$ cat config.mk
export PLATFORM = sky130hd
export DESIGN_NAME = alu_regfile_seq_flat
export DESIGN_NICKNAME = d
export VERILOG_FILES = /design/src/rtl/alu_regfile_seq_if.sv /design/src/rtl/alu_regfile_seq.sv /design/src/flat_wrapper.sv
export SDC_FILE = /design/constraint.sdc
export NUM_CORES = 1
export LEC_CHECK = 0
export CAP_MARGIN = 20
export CORE_ASPECT_RATIO = 0.8
export CORE_MARGIN = 5
export CORE_UTILIZATION = 52
export CTS_BUF_LIST = sky130_fd_sc_hd__clkbuf_8
export CTS_CLUSTER_DIAMETER = 100
export DETAILED_ROUTE_END_ITERATION = 10
export PLACE_DENSITY = 0.73
export REMOVE_ABC_BUFFERS = 1
export SLEW_MARGIN = 20
export SYNTH_ARGS = -nofsm -noshare
export SYNTH_HDL_FRONTEND = slang
export SYNTH_SLANG_ARGS = --single-unit
$ cat constraint.sdc
create_clock -name CK -period 4.9 [get_ports CK]
set_clock_uncertainty 0.2 [all_clocks]
set_input_delay 0.98 -clock CK [delete_from_list [all_inputs] [get_ports CK]]
set_output_delay 0.98 -clock CK [all_outputs]
set_load 0.02 [all_outputs]
$ cat src/rtl/alu_regfile_seq_if.sv
// Instruction, status and readback bundle for alu_regfile_seq.
// Combinational wires only. The source holds an instruction until instr_ready is high.
interface alu_regfile_seq_if #(
    parameter int WIDTH = 8,
    parameter int NREG  = 4
);
    localparam int RSEL = $clog2(NREG);

    logic             instr_valid;
    logic             instr_ready;
    logic [2:0]       opcode;
    logic [RSEL-1:0]  rd;
    logic [RSEL-1:0]  rs;
    logic [WIDTH-1:0] imm;
    logic             done;
    logic [WIDTH-1:0] result;
    logic [WIDTH-1:0] hi;
    logic             carry;
    logic             zero;
    logic [RSEL-1:0]  rb_addr;
    logic [WIDTH-1:0] rb_data;

    modport master (
        output instr_valid, opcode, rd, rs, imm, rb_addr,
        input  instr_ready, done, result, hi, carry, zero, rb_data
    );

    modport slave (
        input  instr_valid, opcode, rd, rs, imm, rb_addr,
        output instr_ready, done, result, hi, carry, zero, rb_data
    );
endinterface

$ cat src/rtl/alu_regfile_seq.sv
// Register file with ALU and shift-add multiplier, one instruction at a time.
// Latency is 1 edge for ALU ops and WIDTH+1 edges for MUL; instr_ready is low while busy.
module alu_regfile_seq #(
    parameter int WIDTH = 8,
    parameter int NREG  = 4
) (
    input  logic              CK,
    input  logic              CLR,
    alu_regfile_seq_if.slave  bus
);
    localparam int RSEL = $clog2(NREG);
    localparam int CW   = $clog2(WIDTH + 1);

    typedef enum logic [1:0] {IDLE, EXEC, MUL, WB} state_t;

    state_t            state_q;
    logic [WIDTH-1:0]  regs_q [NREG];
    logic [2:0]        op_q;
    logic [RSEL-1:0]   rd_q;
    logic [WIDTH-1:0]  b_q;
    logic [2*WIDTH-1:0] prod_q;
    logic [CW-1:0]     cnt_q;
    logic [WIDTH-1:0]  result_q;
    logic [WIDTH-1:0]  hi_q;
    logic              carry_q;
    logic              zero_q;
    logic              done_q;

    logic [WIDTH-1:0]  a_w;
    logic [WIDTH:0]    alu_d;
    logic [WIDTH:0]    mac_d;

    // Low half of prod_q holds operand A until MUL runs, then the product's low half.
    assign a_w = prod_q[WIDTH-1:0];
    assign mac_d = {1'b0, prod_q[2*WIDTH-1:WIDTH]} + (prod_q[0] ? {1'b0, b_q} : '0);

    always_comb begin
        alu_d = '0;
        case (op_q)
            3'b000:  alu_d = {1'b0, b_q};
            3'b001:  alu_d = {1'b0, a_w} + {1'b0, b_q};
            3'b010:  alu_d = {1'b0, a_w} - {1'b0, b_q};
            3'b011:  alu_d = {1'b0, a_w};
            3'b100:  alu_d = {1'b0, a_w & b_q};
            3'b101:  alu_d = {1'b0, a_w | b_q};
            3'b110:  alu_d = {1'b0, a_w ^ b_q};
            default: alu_d = {1'b0, a_w};
        endcase
    end

    always_ff @(posedge CK or negedge CLR) begin
        if (!CLR) begin
            state_q  <= IDLE;
            for (int i = 0; i < NREG; i++) regs_q[i] <= '0;
            op_q     <= '0;
            rd_q     <= '0;
            b_q      <= '0;
            prod_q   <= '0;
            cnt_q    <= '0;
            result_q <= '0;
            hi_q     <= '0;
            carry_q  <= 1'b0;
            zero_q   <= 1'b0;
            done_q   <= 1'b0;
        end else begin
            done_q <= 1'b0;
            case (state_q)
                IDLE: begin
                    if (bus.instr_valid) begin
                        op_q    <= bus.opcode;
                        rd_q    <= bus.rd;
                        b_q     <= bus.imm;
                        prod_q  <= {{WIDTH{1'b0}}, regs_q[bus.rs]};
                        cnt_q   <= CW'(WIDTH);
                        state_q <= (bus.opcode == 3'b011) ? MUL : EXEC;
                    end
                end
                MUL: begin
                    prod_q <= {mac_d, prod_q[WIDTH-1:1]};
                    cnt_q  <= cnt_q - CW'(1);
                    if (cnt_q == CW'(1)) state_q <= WB;
                end
                default: begin
                    regs_q[rd_q] <= alu_d[WIDTH-1:0];
                    result_q     <= alu_d[WIDTH-1:0];
                    carry_q      <= alu_d[WIDTH];
                    zero_q       <= (alu_d[WIDTH-1:0] == '0);
                    if (op_q == 3'b011) hi_q <= prod_q[2*WIDTH-1:WIDTH];
                    done_q       <= 1'b1;
                    state_q      <= IDLE;
                end
            endcase
        end
    end

    assign bus.instr_ready = (state_q == IDLE);
    assign bus.done        = done_q;
    assign bus.result      = result_q;
    assign bus.hi          = hi_q;
    assign bus.carry       = carry_q;
    assign bus.zero        = zero_q;
    assign bus.rb_data     = regs_q[bus.rb_addr];
endmodule

$ cat src/flat_wrapper.sv
// flat-port wrapper written by rule: the top's interface ports become plain ports
module alu_regfile_seq_flat 
#(
    parameter int WIDTH = 8,
    parameter int NREG  = 4
)
  (CK, CLR, bus_instr_valid, bus_opcode, bus_rd, bus_rs, bus_imm, bus_rb_addr, bus_instr_ready, bus_done, bus_result, bus_hi, bus_carry, bus_zero, bus_rb_data);
  alu_regfile_seq_if #(.WIDTH(WIDTH), .NREG(NREG)) bus_i ();
  input  logic CK;
  input  logic CLR;
  input wire logic [$bits(bus_i.instr_valid)-1:0] bus_instr_valid;
  input wire logic [$bits(bus_i.opcode)-1:0] bus_opcode;
  input wire logic [$bits(bus_i.rd)-1:0] bus_rd;
  input wire logic [$bits(bus_i.rs)-1:0] bus_rs;
  input wire logic [$bits(bus_i.imm)-1:0] bus_imm;
  input wire logic [$bits(bus_i.rb_addr)-1:0] bus_rb_addr;
  output wire logic [$bits(bus_i.instr_ready)-1:0] bus_instr_ready;
  output wire logic [$bits(bus_i.done)-1:0] bus_done;
  output wire logic [$bits(bus_i.result)-1:0] bus_result;
  output wire logic [$bits(bus_i.hi)-1:0] bus_hi;
  output wire logic [$bits(bus_i.carry)-1:0] bus_carry;
  output wire logic [$bits(bus_i.zero)-1:0] bus_zero;
  output wire logic [$bits(bus_i.rb_data)-1:0] bus_rb_data;
  assign bus_i.instr_valid = bus_instr_valid;
  assign bus_i.opcode = bus_opcode;
  assign bus_i.rd = bus_rd;
  assign bus_i.rs = bus_rs;
  assign bus_i.imm = bus_imm;
  assign bus_i.rb_addr = bus_rb_addr;
  assign bus_instr_ready = bus_i.instr_ready;
  assign bus_done = bus_i.done;
  assign bus_result = bus_i.result;
  assign bus_hi = bus_i.hi;
  assign bus_carry = bus_i.carry;
  assign bus_zero = bus_i.zero;
  assign bus_rb_data = bus_i.rb_data;
  alu_regfile_seq #(.WIDTH(WIDTH), .NREG(NREG)) u_core (.CK(CK), .CLR(CLR), .bus(bus_i));
endmodule
Word-level counts from Yosys, hierarchy flattened

Cells that the tools add are included.

Add/subtract/negate cells: 4
Order comparisons: 4
Eq/ne operators: 11
Mux-type cells: 20
Bitwise gates (word level): 7
Reduce and logical (&&, ||, !) cells: 10

Operators with widths:

| operator             | count |
|---|---|
| $pmux W9 S6          | 1 |
| $mux W8              | 6 |
| $bmux W8 S2          | 2 |
| $bwmux W32           | 1 |
| $pmux W16 S2         | 1 |
| $demux W8 S2         | 1 |
| $mux W16             | 1 |
| $add A8 B8 Y9        | 1 |
| $add A8 B9 Y9        | 1 |
| $eq A3 B2 Y1 const B | 3 |
| $eq A3 B3 Y1 const B | 3 |
| $ge A3 B3 Y1 const B | 3 |
| $not A2 Y3           | 3 |
| $sub A8 B8 Y9        | 1 |
| $and A8 B8 Y8        | 1 |
| $logic_not A8 Y1     | 1 |
| $or A8 B8 Y8         | 1 |
| $pmux W4 S2          | 1 |
| $reduce_and A2 Y1    | 4 |
| $xor A8 B8 Y8        | 1 |
| $mux W2              | 3 |
| $eq A4 B1 Y1 const B | 1 |
| $mux W4              | 1 |
| $pmux W2 S2          | 1 |
| other kinds (13)     | 13 |

Register bits after elaboration: 86

Depth between registers and ports, before layout

Word-level depth: 6
Depth in mapped cells: 13
Gate-level depth less buffers: 12

Worst setup path before layout

Ideal clock, no wire load.

Path kind: register to register
From: register u_core.op_q[1]
To: register u_core.zero_q (netlist: u_core.bus.zero)
Setup time: 121 ps
Data arrival time: 3144 ps
Required time: 4579 ps
Slack: 1435 ps
Stages on the path, launching flop included: 13
Period minus slack after synthesis: 3465 ps
Path through: dfrtp_1 > buf_6 > buf_2 > buf_2 > nor3b_2 > mux2i_1 > fa_1 > xor2_1 > mux2i_1 > mux4_2 > and4_1 > and4_1 > a32o_2

Cells in the longest elaborated chain, start to end: 3
Elaborated cells between the ends (all ways): 8

RTL lines:

| what                                 | line                  | source |
|---|---|---|
| from (decl)                          | alu_regfile_seq.sv:18 | `logic [2:0] op_q;` |
| from (signal assigned)               | alu_regfile_seq.sv:70 | `op_q <= bus.opcode;` |
| $eq A3 B3 Y1 (tied with other cells) | alu_regfile_seq.sv:39 | `case (op_q)` |
| $pmux W9 S6 (*)                      | alu_regfile_seq.sv:39 |  |
| $logic_not A8 Y1 (*)                 | alu_regfile_seq.sv:87 | `zero_q <= (alu_d[WIDTH-1:0] == '0);` |
| to (signal assigned)                 | alu_regfile_seq.sv:87 |  |
| to (decl)                            | alu_regfile_seq.sv:26 | `logic zero_q;` |

Mark *: on every way between the ends. The rest lies on a longest branch, timed or not.
A chain may end at the register's enable or synchronous reset.

Worst setup path after layout

From: input port bus_rb_addr[0]
To: output port bus_rb_data[6]

Cells in the longest elaborated chain, start to end: 4

RTL lines:

| what                                       | line                   | source |
|---|---|---|
| from (decl)                                | flat_wrapper.sv:16     | `input wire logic [$bits(bus_i.rb_addr)-1:0] bus_rb_addr;` |
| $not A2 Y3 (implied by the code)           | alu_regfile_seq.sv:102 | `assign bus.rb_data = regs_q[bus.rb_addr];` |
| $bmux W8 S2                                | alu_regfile_seq.sv:102 |  |
| $mux W8 (implied by the code) (2 in a row) | alu_regfile_seq.sv:102 |  |
| to (decl)                                  | flat_wrapper.sv:23     | `output wire logic [$bits(bus_i.rb_data)-1:0] bus_rb_data;` |

Every way passes these cells. The select of a mux whose other input is x is not followed.

==> impl_metrics.csv <==
group,metric,value,unit
setup_path,start_kind,"input pin",
routing,vias,4024,
status,status,"finished, final reports clean",
flow_run,cap_violations,0,
floorplanning,start_util,53.2,%
yosys,syn-cell-area,5110,µm²
layout,drive_gt1_share,10.9,%
clocking,cts_tree,"yes",
clocking,numCtsBuffers,9,
setup_path,cpMaxStageDelayCell,"clkdlybuf4s50_1",
sta,tightest_slew,0.848,ns
grt,antenna_found_initial,0,
layout,diodes,0,
yosys,syn_area_per_cell,10.0,µm²
placement,gp_congestion,0.901,
layout,num-nets-final,604,
yosys,synth_edf_count,0,
clocking,cts.sinks,86,
pwr,max-vdd-ir-drop,0.000287,V
floorplanning,rows,32,
layout,layout_common_cells,"dfrtp_1 (86), o21ai_0 (62), nand2_1 (53)",
sta,fmax,242,MHz
clocking,cts_hold_buf,0,
clocking,clkSlewWorstSetupHoldPaths,0.08,ns
floorplanning,die_h,98.7,µm
routing,post_drt_via_cell_ratio,6.00,
pwr,p_per_area,669,nW/µm²
placement,port_buffers,47,
yosys,async_flop_share,100,%
layout,syn_to_final_growth,15.1,%
clocking,post_cts_resized,0,
pwr,total_power,3.94,mW
setup_path,path_class,"input pin to output port",
clocking,cts_buffer_depth,2,
layout,final_common_cell,"dfrtp_1",
clocking,clk-insertion-delay-late,0.37,ns
setup_path,arrival,2.95,ns
clocking,cts_max_level,3,
sta,fin_setup_tns,0,ns
routing,post-route-drc-count,0,
sta,setup_viol,0,
setup_path,cp_cell_sequence,"clkdlybuf4s50_1, mux4_2, clkdlybuf4s50_1",
sta,slew_viol_final,0,
yosys,synth_ff_type,"dfrtp_1",
routing,drt-total-wl,12000,µm
placement,placed_cells,655,
setup_path,r2r_setup_slack,1.25,ns
yosys,synth-seq-cells,86,
hold_path,hold_path_class,"register to register",
setup_path,critPathMaxStageDelay,0.83,ns
floorplanning,dieArea,11900,µm²
setup_path,endpoint_kind,"output port",
placement,hpwl,8930,µm
grt,grt_max_degree,56,
yosys,synth_cell_types,53,
floorplanning,coreArea,9610,µm²
sta,hold_viol_final,0,
setup_path,cp_top_family,"buffers and inverters",
setup_path,critPathBufInv,2,
clocking,cts_setup_buffers,0,
floorplanning,pin_count,48,
setup_path,path_max_fanout,8,
routing,drtAntennaViolNets,0,
yosys,syn_inst,509,
floorplanning,die_x,121,µm
setup_path,crit_top_cell,"clkdlybuf4s50_1",
grt,grt_pass1_vias,4063,
sta,relSlewSlack,43.3,%
grt,track_usage,21.3,%
setup_path,worstPathRequired,3.72,ns
sta,post-route-min-period,4.13,ns
layout,fin_cells,671,
yosys,yosys_warnings,0,
pwr,p_leak,2.60,nW
routing,drtIter0Drc,321,
grt,grt_pass1_wl,20300,µm
sta,finalCritPeriodShare,84.3,%
routing,dr.pass1.iters,5,
grt,grt_overflow,0,
sta,rsz0062_at_grt,"no",
routing,post_drt_wl_per_cell,17.9,µm
yosys,ys_seq_area_share,42.1,%
clocking,clockRootBuffer,"clkbuf_8",
layout,filler_cell_count,808,
[cells in the mapped netlist (2+ instances only)]
cell type / count / area [µm²]
nor3b_1: 2 / 15.0
mux2i_1: 10 / 100
ha_1: 35 / 438
clkbuf_1: 18 / 67.6
buf_1: 2 / 7.51
nand3b_1: 3 / 22.5
xnor2_1: 13 / 114
xor2_1: 5 / 43.8
o21bai_1: 3 / 22.5
nand2b_1: 2 / 12.5
mux4_2: 18 / 405
a21oi_1: 32 / 160
nor3_1: 11 / 55.1
a22oi_1: 10 / 75.1
nor2_1: 42 / 158
inv_1: 25 / 93.8
mux2_2: 13 / 146
dfrtp_1: 86 / 2150
nor2b_1: 5 / 31.3
a2bb2oi_1: 6 / 52.6
and3_1: 2 / 12.5
nand2_1: 53 / 199
a31oi_1: 9 / 56.3
o21ai_0: 62 / 310
buf_6: 2 / 22.5
a21o_1: 3 / 22.5
fa_1: 2 / 40.0
o211ai_1: 3 / 22.5
buf_2: 6 / 30.0
and4_1: 2 / 17.5
nor4_1: 2 / 12.5
[final cells by class]
cell class | instances | area (µm²) | share of cell area [%]
tap | 119 | 149 | 2.53
multi-input combinational | 369 | 2740 | 46.5
timing repair buffer | 55 | 528 | 8.97
sequential | 86 | 2150 | 36.6
inverter | 26 | 97.6 | 1.66
clock buffer | 10 | 138 | 2.34
clock inverter | 6 | 85.1 | 1.45
[final timing paths]
check	start	end	cells after the start
hold reg to reg	u_core.bus.carry	u_core.bus.carry	1
max in group asynchronous	CLR	u_core.b_q[6]	2
setup / recovery	bus_rb_addr[0]	bus_rb_data[6]	3
setup reg to reg	u_core.op_q[2]	u_core.regs_q[6]	10
hold / removal	u_core.bus.carry	u_core.bus.carry	1
min in group asynchronous	CLR	u_core.regs_q[9]	1
[power by group]
part / switching [mW] / internal (mW) / leakage, nW
Combinational: 1.21 / 0.921 / 1.41
Clock: 0.260 / 0.300 / 0.114
Sequential: 0.262 / 0.984 / 1.08
[flip-flops by register name, summed over array words and instances (netlist names)]
name	cells
u_core.bus.hi	8
u_core.b_q	8
u_core.prod_q	16
u_core.cnt_q	4
u_core.op_q	3
u_core.bus.carry	1
u_core.bus.done	1
u_core.bus.zero	1
u_core.rd_q	2
u_core.bus.result	8
u_core.regs_q	32
u_core.state_q	2
[worst register-to-register path: stages (launching register included)]
cell and delay [ns]:
dfrtp_1 0.36, buf_4 0.21, nor3b_2 0.52, mux2i_1 0.23, fa_1 0.47, a211oi_1 0.37
o21bai_1 0.20, a21oi_1 0.23, xnor2_1 0.10, a21oi_1 0.44, o21ai_0 0.19
[cells by family after synthesis]
family	count (synthesis)	share of synthesized area, %
simple gates	131	11.5
xor+xnor	18	3.08
mux	41	12.7
buf+inv	54	4.40
compound gates	142	16.8
fa+ha+maj	37	9.35
flops	86	42.1
[metal layers]
metal  GRT usage [%]  part of all wire [%]
met3            4.36                   5.6
met4            5.66                   1.1
met5               0                     0
met1            30.0                    46
met2            33.8                    48
[stage by stage]
step	cell area [µm²]	util, %	setup WS, ns	hold WS (ns)
floorplan	4990	-	1.46	0.246
global placement	5660	58.9	0.768	0.257
detailed placement	5660	58.9	0.738	0.290
CTS	5890	61.3	0.738	0.306
global route	5890	61.3	0.681	0.320
finish	5890	61.3	0.769	0.299
Power figures use the tool's default switching activity.
